**config.mk**
```make
export PLATFORM = sky130hd
export DESIGN_NAME = dmio_lsu
export DESIGN_NICKNAME = d
export VERILOG_FILES = /design/src/rtl/dmio_lsu.sv
export SDC_FILE = /design/constraint.sdc
export NUM_CORES = 1
export LEC_CHECK = 0
export BUFFER_PORTS_ARGS = -buffer_cell sky130_fd_sc_hd__buf_4
export CORE_UTILIZATION = 40
export DETAILED_ROUTE_END_ITERATION = 7
export GPL_ROUTABILITY_DRIVEN = 0
export GPL_TIMING_DRIVEN = 0
export PLACE_DENSITY = 0.72
export SYNTH_ARGS = -nofsm -noshare
export SYNTH_HDL_FRONTEND = slang
export SYNTH_SLANG_ARGS = --single-unit
```
**constraint.sdc**
```tcl
create_clock -name clk -period 7 [get_ports clk]
set_clock_uncertainty 0.15 [all_clocks]
set_input_delay 0.35 -clock clk [delete_from_list [all_inputs] [get_ports clk]]
set_output_delay 0.35 -clock clk [all_outputs]
set_load 0.01 [all_outputs]
```
**src/rtl/dmio_lsu.sv**
```systemverilog
// dmio_lsu: load/store sequencer between the core memory stage and DMIO.
// Converts byte/half/word/dword requests on byte addresses into doubleword
// DMIO accesses. Sub-doubleword data-memory stores become read-modify-write,
// loads are sign/zero extended, and misaligned requests never touch the bus.
module dmio_lsu (
    input  logic        clk,
    input  logic        rst_n,
    input  logic        req_valid,
    output logic        req_ready,
    input  logic        req_store,
    input  logic [1:0]  req_size,
    input  logic        req_unsigned,
    input  logic [15:0] req_addr,
    input  logic [63:0] req_wdata,
    output logic        resp_valid,
    output logic [63:0] resp_rdata,
    output logic        resp_misaligned,
    output logic [12:0] mem_address,
    output logic [63:0] mem_data_write,
    output logic        mem_wr,
    input  logic [63:0] mem_data_read
);

    localparam logic [2:0] S_IDLE = 3'd0;
    localparam logic [2:0] S_LOAD = 3'd1;
    localparam logic [2:0] S_RD   = 3'd2;
    localparam logic [2:0] S_WR   = 3'd3;
    localparam logic [2:0] S_RESP = 3'd4;

    logic [2:0]  r_state;
    logic [1:0]  r_size;
    logic        r_unsigned;
    logic [2:0]  r_offset;
    logic [63:0] r_wdata;
    logic [12:0] r_mem_address;
    logic [63:0] r_mem_data_write;
    logic [63:0] r_resp_rdata;
    logic        r_resp_misaligned;

    logic        w_accept;
    logic        w_misaligned;
    logic        w_direct_wr;
    logic [5:0]  w_shamt;
    logic [63:0] w_lane_mask;
    logic [63:0] w_shifted;
    logic [63:0] w_load_data;
    logic [63:0] w_merged;

    assign req_ready       = (r_state == S_IDLE);
    assign resp_valid      = (r_state == S_RESP);
    // Decoded from state so that reset drops the write strobe asynchronously.
    assign mem_wr          = (r_state == S_WR);
    assign resp_rdata      = r_resp_rdata;
    assign resp_misaligned = r_resp_misaligned;
    assign mem_address     = r_mem_address;
    assign mem_data_write  = r_mem_data_write;

    assign w_accept    = req_valid && req_ready;
    // Full doublewords and every IO-region store skip the read phase.
    assign w_direct_wr = (req_size == 2'b11) || req_addr[15];
    assign w_shamt     = {r_offset, 3'b000};
    assign w_shifted   = mem_data_read >> w_shamt;
    assign w_merged    = (mem_data_read & ~(w_lane_mask << w_shamt))
                       | ((r_wdata & w_lane_mask) << w_shamt);

    // Alignment check on the incoming request.
    // NOTE: every always_comb output gets a value on every path so no latch is inferred.
    always_comb begin
        w_misaligned = 1'b0;
        case (req_size)
            2'b00:   w_misaligned = 1'b0;
            2'b01:   w_misaligned = req_addr[0];
            2'b10:   w_misaligned = |req_addr[1:0];
            default: w_misaligned = |req_addr[2:0];
        endcase
    end

    // Byte-lane mask for the captured access width.
    always_comb begin
        w_lane_mask = 64'hFFFF_FFFF_FFFF_FFFF;
        case (r_size)
            2'b00:   w_lane_mask = 64'h0000_0000_0000_00FF;
            2'b01:   w_lane_mask = 64'h0000_0000_0000_FFFF;
            2'b10:   w_lane_mask = 64'h0000_0000_FFFF_FFFF;
            default: w_lane_mask = 64'hFFFF_FFFF_FFFF_FFFF;
        endcase
    end

    // Sign or zero extension of the lane-aligned load data.
    always_comb begin
        w_load_data = w_shifted;
        case (r_size)
            2'b00: w_load_data = {{56{w_shifted[7]  & ~r_unsigned}}, w_shifted[7:0]};
            2'b01: w_load_data = {{48{w_shifted[15] & ~r_unsigned}}, w_shifted[15:0]};
            2'b10: w_load_data = {{32{w_shifted[31] & ~r_unsigned}}, w_shifted[31:0]};
            default: w_load_data = w_shifted;
        endcase
    end

    // Sequencer: request capture, DMIO phases and response generation.
    // NOTE: sequential state uses non-blocking assignments so every register samples pre-edge values.
    always_ff @(posedge clk or negedge rst_n) begin
        if (!rst_n) begin
            r_state           <= S_IDLE;
            r_size            <= 2'b00;
            r_unsigned        <= 1'b0;
            r_offset          <= 3'd0;
            r_wdata           <= 64'd0;
            r_mem_address     <= 13'd0;
            r_mem_data_write  <= 64'd0;
            r_resp_rdata      <= 64'd0;
            r_resp_misaligned <= 1'b0;
        end else begin
            case (r_state)
                S_IDLE: begin
                    if (w_accept) begin
                        r_size            <= req_size;
                        r_unsigned        <= req_unsigned;
                        r_offset          <= req_addr[2:0];
                        r_wdata           <= req_wdata;
                        r_resp_rdata      <= 64'd0;
                        r_resp_misaligned <= w_misaligned;
                        if (w_misaligned) begin
                            r_state <= S_RESP;
                        end else begin
                            r_mem_address <= req_addr[15:3];
                            if (!req_store) begin
                                r_state <= S_LOAD;
                            end else if (w_direct_wr) begin
                                r_mem_data_write <= req_wdata;
                                r_state          <= S_WR;
                            end else begin
                                r_state <= S_RD;
                            end
                        end
                    end
                end
                S_LOAD: begin
                    r_resp_rdata <= w_load_data;
                    r_state      <= S_RESP;
                end
                S_RD: begin
                    r_mem_data_write <= w_merged;
                    r_state          <= S_WR;
                end
                S_WR: begin
                    r_state <= S_RESP;
                end
                S_RESP: begin
                    r_resp_misaligned <= 1'b0;
                    r_state           <= S_IDLE;
                end
                default: begin
                    r_state <= S_IDLE;
                end
            endcase
        end
    end

endmodule

```
==> impl_results.md, run 1 <==
- Status: finished, violations left
- Failing checks: DRC
- Synth top area share: 41.9%
- Root Driver: clkbuf_16
- GRT Util Overall: around a third
- Post-synth EDFFs: 0
- Compound-Gate Fraction of Synth Area: 23.8%
- Via Count: 13794
- Pwr dens: 511 nW/µm²
- Post-Synth Simple-Gate Area: 12.0%
- CP Class: flip-flop to flip-flop
- Die area: 32800 µm²
- Final Cell Area: 17200 µm²
- CP arrival: 3770 ps
- Lkg Pwr: between 7 and 8 nW
- Post-synthesis mux area share: 17.6%
- Worst-path clk slew: around 60 ps
- Total power: 8.81 mW
- Adder-Cell Fraction of Synth Area: 0%
- Max Slew Vio Count: 0
- Most common cell in the netlist: dfrtp_1
- Top cells by count, synth: dfrtp_1 (215), nand2_1 (184), o21ai_0 (121)
- WL/cell: ~26 µm
- Antenna-violating nets left: 0
- # IOs: 296
- Worst-path fanout max: 10
- GRT overflow: 0
- Bufs on Longest Clock Path: 3
- Worst Path Required: 7240 ps
- Worst hold slack: 88.8 ps
- Yosys cell types: 64
- Via density: roughly 6.4
- Setup TNS: 0 ps
- Prevailing post-synth register cell: dfrtp_1
- Core Area: 31600 µm²
- Sequential area share after synthesis: 41.9%
- Die width: 181 µm
- # Max-Cap Violations: 0
- Htree depth: 1
- Dpl cell area: 15600 µm²
- First-pass GRT wire length: between 80000 and 90000 µm
- Yosys warning total: 0
- Worst Tran Pin Value: between 1000 and 1500 ps
- Top post-synthesis cells by area: dfrtp_1 (42%), mux2_2 (9.5%), mux2i_1 (6.1%)
- Synth-to-Final Area Change: 34.3%
- Mapped Cells: 1327
- Post-DP HPWL: 42700 µm
- Combinational family with the most area after synthesis: compound AO/OA/AOI/OAI gates
- Initial antenna violation count: 2
- DRT Wirelength: 56700 µm
- Mapped Nets: 1478
- Fillers: 2863
- Final hold vios: 0
- Iteration-0 DRC Markers: 2076
- Synth Register Bits: 215
- Vias in the first global route: 13393
- Worst min path class: input pin to flip-flop
- Clock Sinks: 215
- Worst skew pair latency: 530 ps
- 1st-pass router iterations: 8
- Fin crit share: 50.5%
- RSZ-0062 raised after global routing: false
- Post-CTS Setup Inserts: 0
- Ys async rst share: 100%
- Fmax: 283 MHz
- Post-layout min period: between 3000 and 4000 ps
- Area leader, netlist: dfrtp_1
- Initial core utilization: about 40%
- Mapped cell area: between 10000 and 15000 µm²
- Xor-xnor portion of the synthesized cell area: 0%
- Buffers on Ports: 295
- Remaining DRCs: 45
- Kind of start point of the critical path: flip-flop
- Layout cell share with drive strength beyond 1: between 30% and 40%
- CTS tree: yes
- Num rows: 65
- Final setup viols: 0
- PostCTS Resize Cnt: 0
- Max rail drop VDD: 0.217 mV
- Crit. End Element: flip-flop
- Hold buffers post-CTS: 85
- Height of the die: 181 µm
- Num CTS Buffers: 23
- Largest net degree at the start of global routing: 114
- Slew margin rel.: 23.4%
- Syn Area/Cell: a little under 10 µm²
- Number of nets in the layout: 1885
-- cell families (layout without fill, tap and decap cells) --
group                  after synthesis  count (layout)
multiplexers                       199             199
AND/OR/NAND/NOR                    333             333
buffers and inverters              129             552
AO/OA/AOI/OAI                      451             451
other                                0               2
flip-flops                         215             215
-- routing by layer --
metal / global-route usage (%) / part of all wire, % / up-vias
li1: - / - / 5774
met1: 43.4 / 38 / 6564
met2: 47.2 / 40 / 1138
met3: 14.3 / 15 / 316
met4: 19.3 / 7.6 / 2
met5: 1.48 / 0.095 / -
-- power by group --
group	switching (mW)	internal [mW]
clock network	0.522	0.773
registers	0.500	1.81
logic	3.15	2.05
total	4.17	4.64
-- registers in the layout, indices dropped and copies added, names as in the netlist --
| register | cells |
|---|---|
| r_offset | 3 |
| resp_misaligned | 1 |
| r_wdata | 64 |
| r_state | 3 |
| mem_data_write | 64 |
| r_size | 2 |
| resp_rdata | 64 |
| mem_address | 13 |
| r_unsigned | 1 |
-- through the flow --
| step | cells | worst slack [ps] | utilization [%] |
|---|---|---|---|
| floorplan | 1327 | 4680 | - |
| global placement | 2024 | 3830 | 49.3 |
| detailed placement | 2025 | 3810 | 49.4 |
| CTS | 2151 | 3790 | 54.6 |
| global route | 2154 | 3580 | 54.6 |
| finish | 2154 | 3470 | 54.6 |
-- area by class of cell --
cell class / instances / area [µm²] / share of cell area, %
Buffer: 124 / 587 / 3.40
Clock buffer: 30 / 622 / 3.61
Clock inverter: 11 / 161 / 0.936
Timing Repair Buffer: 382 / 3110 / 18.0
Sequential cell: 215 / 5380 / 31.2
Multi-Input combinational cell: 983 / 6850 / 39.8
Tap cell: 402 / 503 / 2.92
Inverter: 5 / 18.8 / 0.109
Antenna cell: 2 / 5.00 / 0.0290
-- layout by cell type (no fill, tap or decap), types with 41 or more instances in the layout --
master / instances
a21oi_1: 56
buf_4: 306
clkbuf_1: 71
dfrtp_1: 215
dlygate4sd3_1: 85
mux2_2: 108
mux2i_1: 78
nand2_1: 184
nor2_1: 54
o21ai_0: 121
o22ai_1: 44
o31ai_1: 41
-- critical path, stage by stage, from the launching register on --
cell,delay (ps)
dfrtp_1,360
buf_2,180
buf_4,180
buf_4,200
buf_2,210
buf_2,250
a22oi_1,800
o2bb2ai_1,360
a211oi_1,570
o31ai_1,140
-- worst paths after layout --
kind                                          from                 end  slack, ps  cells past startpoint
min in group asynchronous                    rst_n  mem_data_write[34]        290                      2
worst min register to register  mem_data_write[35]  mem_data_write[35]        330                      1
worst min-delay path             mem_data_read[61]      resp_rdata[61]         90                      3
max in group asynchronous                    rst_n      resp_rdata[63]       5390                      3
worst max-delay path                   r_offset[0]  mem_data_write[40]       3470                      9
worst max register to register         r_offset[0]  mem_data_write[40]       3470                      9
(Power assumes the default switching activity.)
==> run 2, diff against run 1 <==
clock period = 3.6 ns   (was 7 ns; I/O delays follow)
==> run 2 against run 1 <==
Compared with the run above:
- the flow still finishes with violations (DRC)
- first-iteration DRC count down 3.0%
- die area unchanged
- flip-flop and latch count unchanged
- clock-buffer cell count unchanged
- fmax down 0.54%
- critical path depth unchanged
- core utilization up 0.71 points
- sequential share of layout area down 0.40 points
- via count up 0.92%
- largest cell class unchanged
==> impl_results.md, run 2 (synthesis results as in run 1) <==
- Root Driver: clkbuf_16
- # Max-Cap Violations: 0
- Iteration-0 DRC Markers: 2014
- # IOs: 296
- Instance count on the critical path: 9
- Failing checks: DRC
- Worst r2r dst: mem_data_write[40]
- Max Slew Vio Count: 0
- Post-DP HPWL: roughly 43000 µm
- Worst Tran Pin Value: 1090 ps
- Fillers: roughly 2800
- Worst Slack Setup Final: about 46 ps
- Remaining DRCs: 13
- Crit. End Element: flip-flop
- Slew margin rel.: 27.2%
- Worst path top cell family by delay: compound AO/OA/AOI/OAI gates
- 1st-pass router iterations: 8
- Status: finished, violations left
- Clock Sinks: 215
- Core Area: 31600 µm²
- Total power: about 17 mW
- Lkg Pwr: 7.72 nW
- CP Buf/Inv Count: 5
- Worst min path class: input pin to flip-flop
- Worst skew pair latency: 530 ps
- Place WS: a little over 400 ps
- Register area: 5380 µm²
- Final Cell Area: 17500 µm²
- Worst Path Required: between 3000 and 4000 ps
- Num CTS Buffers: 23
- GRT overflow: 0
- Post-layout min period: 3550 ps
- Height of the die: about 180 µm
- Most frequent cells in the layout: buf_4 (306), dfrtp_1 (215), nand2_1 (184)
- CP arrival: 3790 ps
- Worst stage delay on the critical path: around 850 ps
- WL/cell: 26.1 µm
- Worst-path fanout max: 10
- Htree depth: 1
- Crit path to: mem_data_write[40]
- First-pass GRT wire length: 83600 µm
- Final setup viols: 0
- Fin crit share: a little over nine tenths
- DRT Wirelength: between 50000 and 60000 µm
- Buffers on Ports: 295
- R2R depth: 9
- Layout cell share with drive strength beyond 1: 29.8%
- Largest net degree at the start of global routing: 114
- Num rows: 65
- Internal reg-to-reg setup slack: 50 ps
- GRT Util Overall: 33.9%
- Initial core utilization: 40.7%
- Min-delay src: mem_data_read[17]
- Pwr dens: around 980 nW/µm²
- Die area: 32800 µm²
- Antenna-violating nets left: 0
- Via density: 6.39
- Fmax: approximately 280 MHz
- Worst-path clk slew: 60 ps
- Area occupied by multi-input gates: 6850 µm²
- Dpl cell area: 15600 µm²
- Post-CTS Setup Inserts: 0
- Final hold vios: 0
- R2r startpoint: r_offset[0]
- CTS tree: yes
- Kind of start point of the critical path: flip-flop
- Crit path from: r_offset[0]
- Crit path cell chain: buf_2, buf_4, buf_4, buf_2, buf_2, a22oi_1, o2bb2ai_1, a211oi_1, o31ai_1
- Die width: 181 µm
- RSZ-0062 raised after global routing: false
- Synth-to-Final Area Change: 36.0%
- Max rail drop VDD: between 0.4 and 0.5 mV
- Bufs on Longest Clock Path: 3
- Via Count: approximately 14000
- CP Class: flip-flop to flip-flop
- Hold buffers post-CTS: 107
- Number of nets in the layout: 1907
- PostCTS Resize Cnt: 0
- Slowest cell on crit path: a22oi_1
- Vias in the first global route: 13577
- Most common cell after layout, fill and taps aside: buf_4
- Initial antenna violation count: 3
- Most used cell, CP: buf_2
- Final Core Density: 55.3%
- Setup TNS: 0 ps
[run 2: changes by cell type in the layout (fill, tap and decap cells not counted)]
cell / before / now
dlygate4sd3_1: 85 / 107
diode_2: 2 / 3
[run 2: power breakdown]
| part | internal (mW) | leakage, nW | switching, mW |
|---|---|---|---|
| Combinational | 4.00 | 4.65 | 6.13 |
| Sequential | 3.53 | 2.69 | 0.978 |
| Clock | 1.50 | 0.384 | 1.02 |
| Total | 9.03 | 7.72 | 8.13 |
[run 2: worst register-to-register path, delay by kind of cell, from the launching register on]
kind	cells	cell delay [ps]
buffers and inverters	5	1030
flip-flops	1	360
AO/OA/AOI/OAI	4	1880
[run 2: how the worst min path moves through the flow]
stage               slack [ps]  cells after the start                  to
floorplan                 -270                      0      mem_address[0]
global placement           260                      3          r_unsigned
detailed placement         140                      1  mem_data_write[34]
CTS                        0.5                      5  mem_data_write[17]
global route                40                      4   mem_data_write[8]
finish                      10                      5  mem_data_write[17]
[run 2: cell type report]
class / instances / area share (%)
sequential: 215 / 30.8
clock buffer: 30 / 3.56
buffer: 124 / 3.36
inverter: 5 / 0.107
timing repair buffer: 404 / 19.0
clock inverter: 11 / 0.924
multi-input combinational: 983 / 39.3
antenna: 3 / 0.0430
tap: 402 / 2.88
[run 2: routing by layer]
metal | part of all wire [%] | track usage, % | wire (µm)
met5 | 0.093 | 1.48 | 53
met4 | 7.8 | 19.9 | 4410
met3 | 15 | 14.6 | 8780
met2 | 40 | 47.6 | 22500
met1 | 37 | 43.0 | 21000
[run 2: per-stage QoR]
stage                     hold slack, ps  cells
after detailed placement             139   2025
after floorplan                     -266   1327
after global placement               260   2024
after CTS                          0.491   2173
after global routing                38.3   2176
final                               10.7   2177
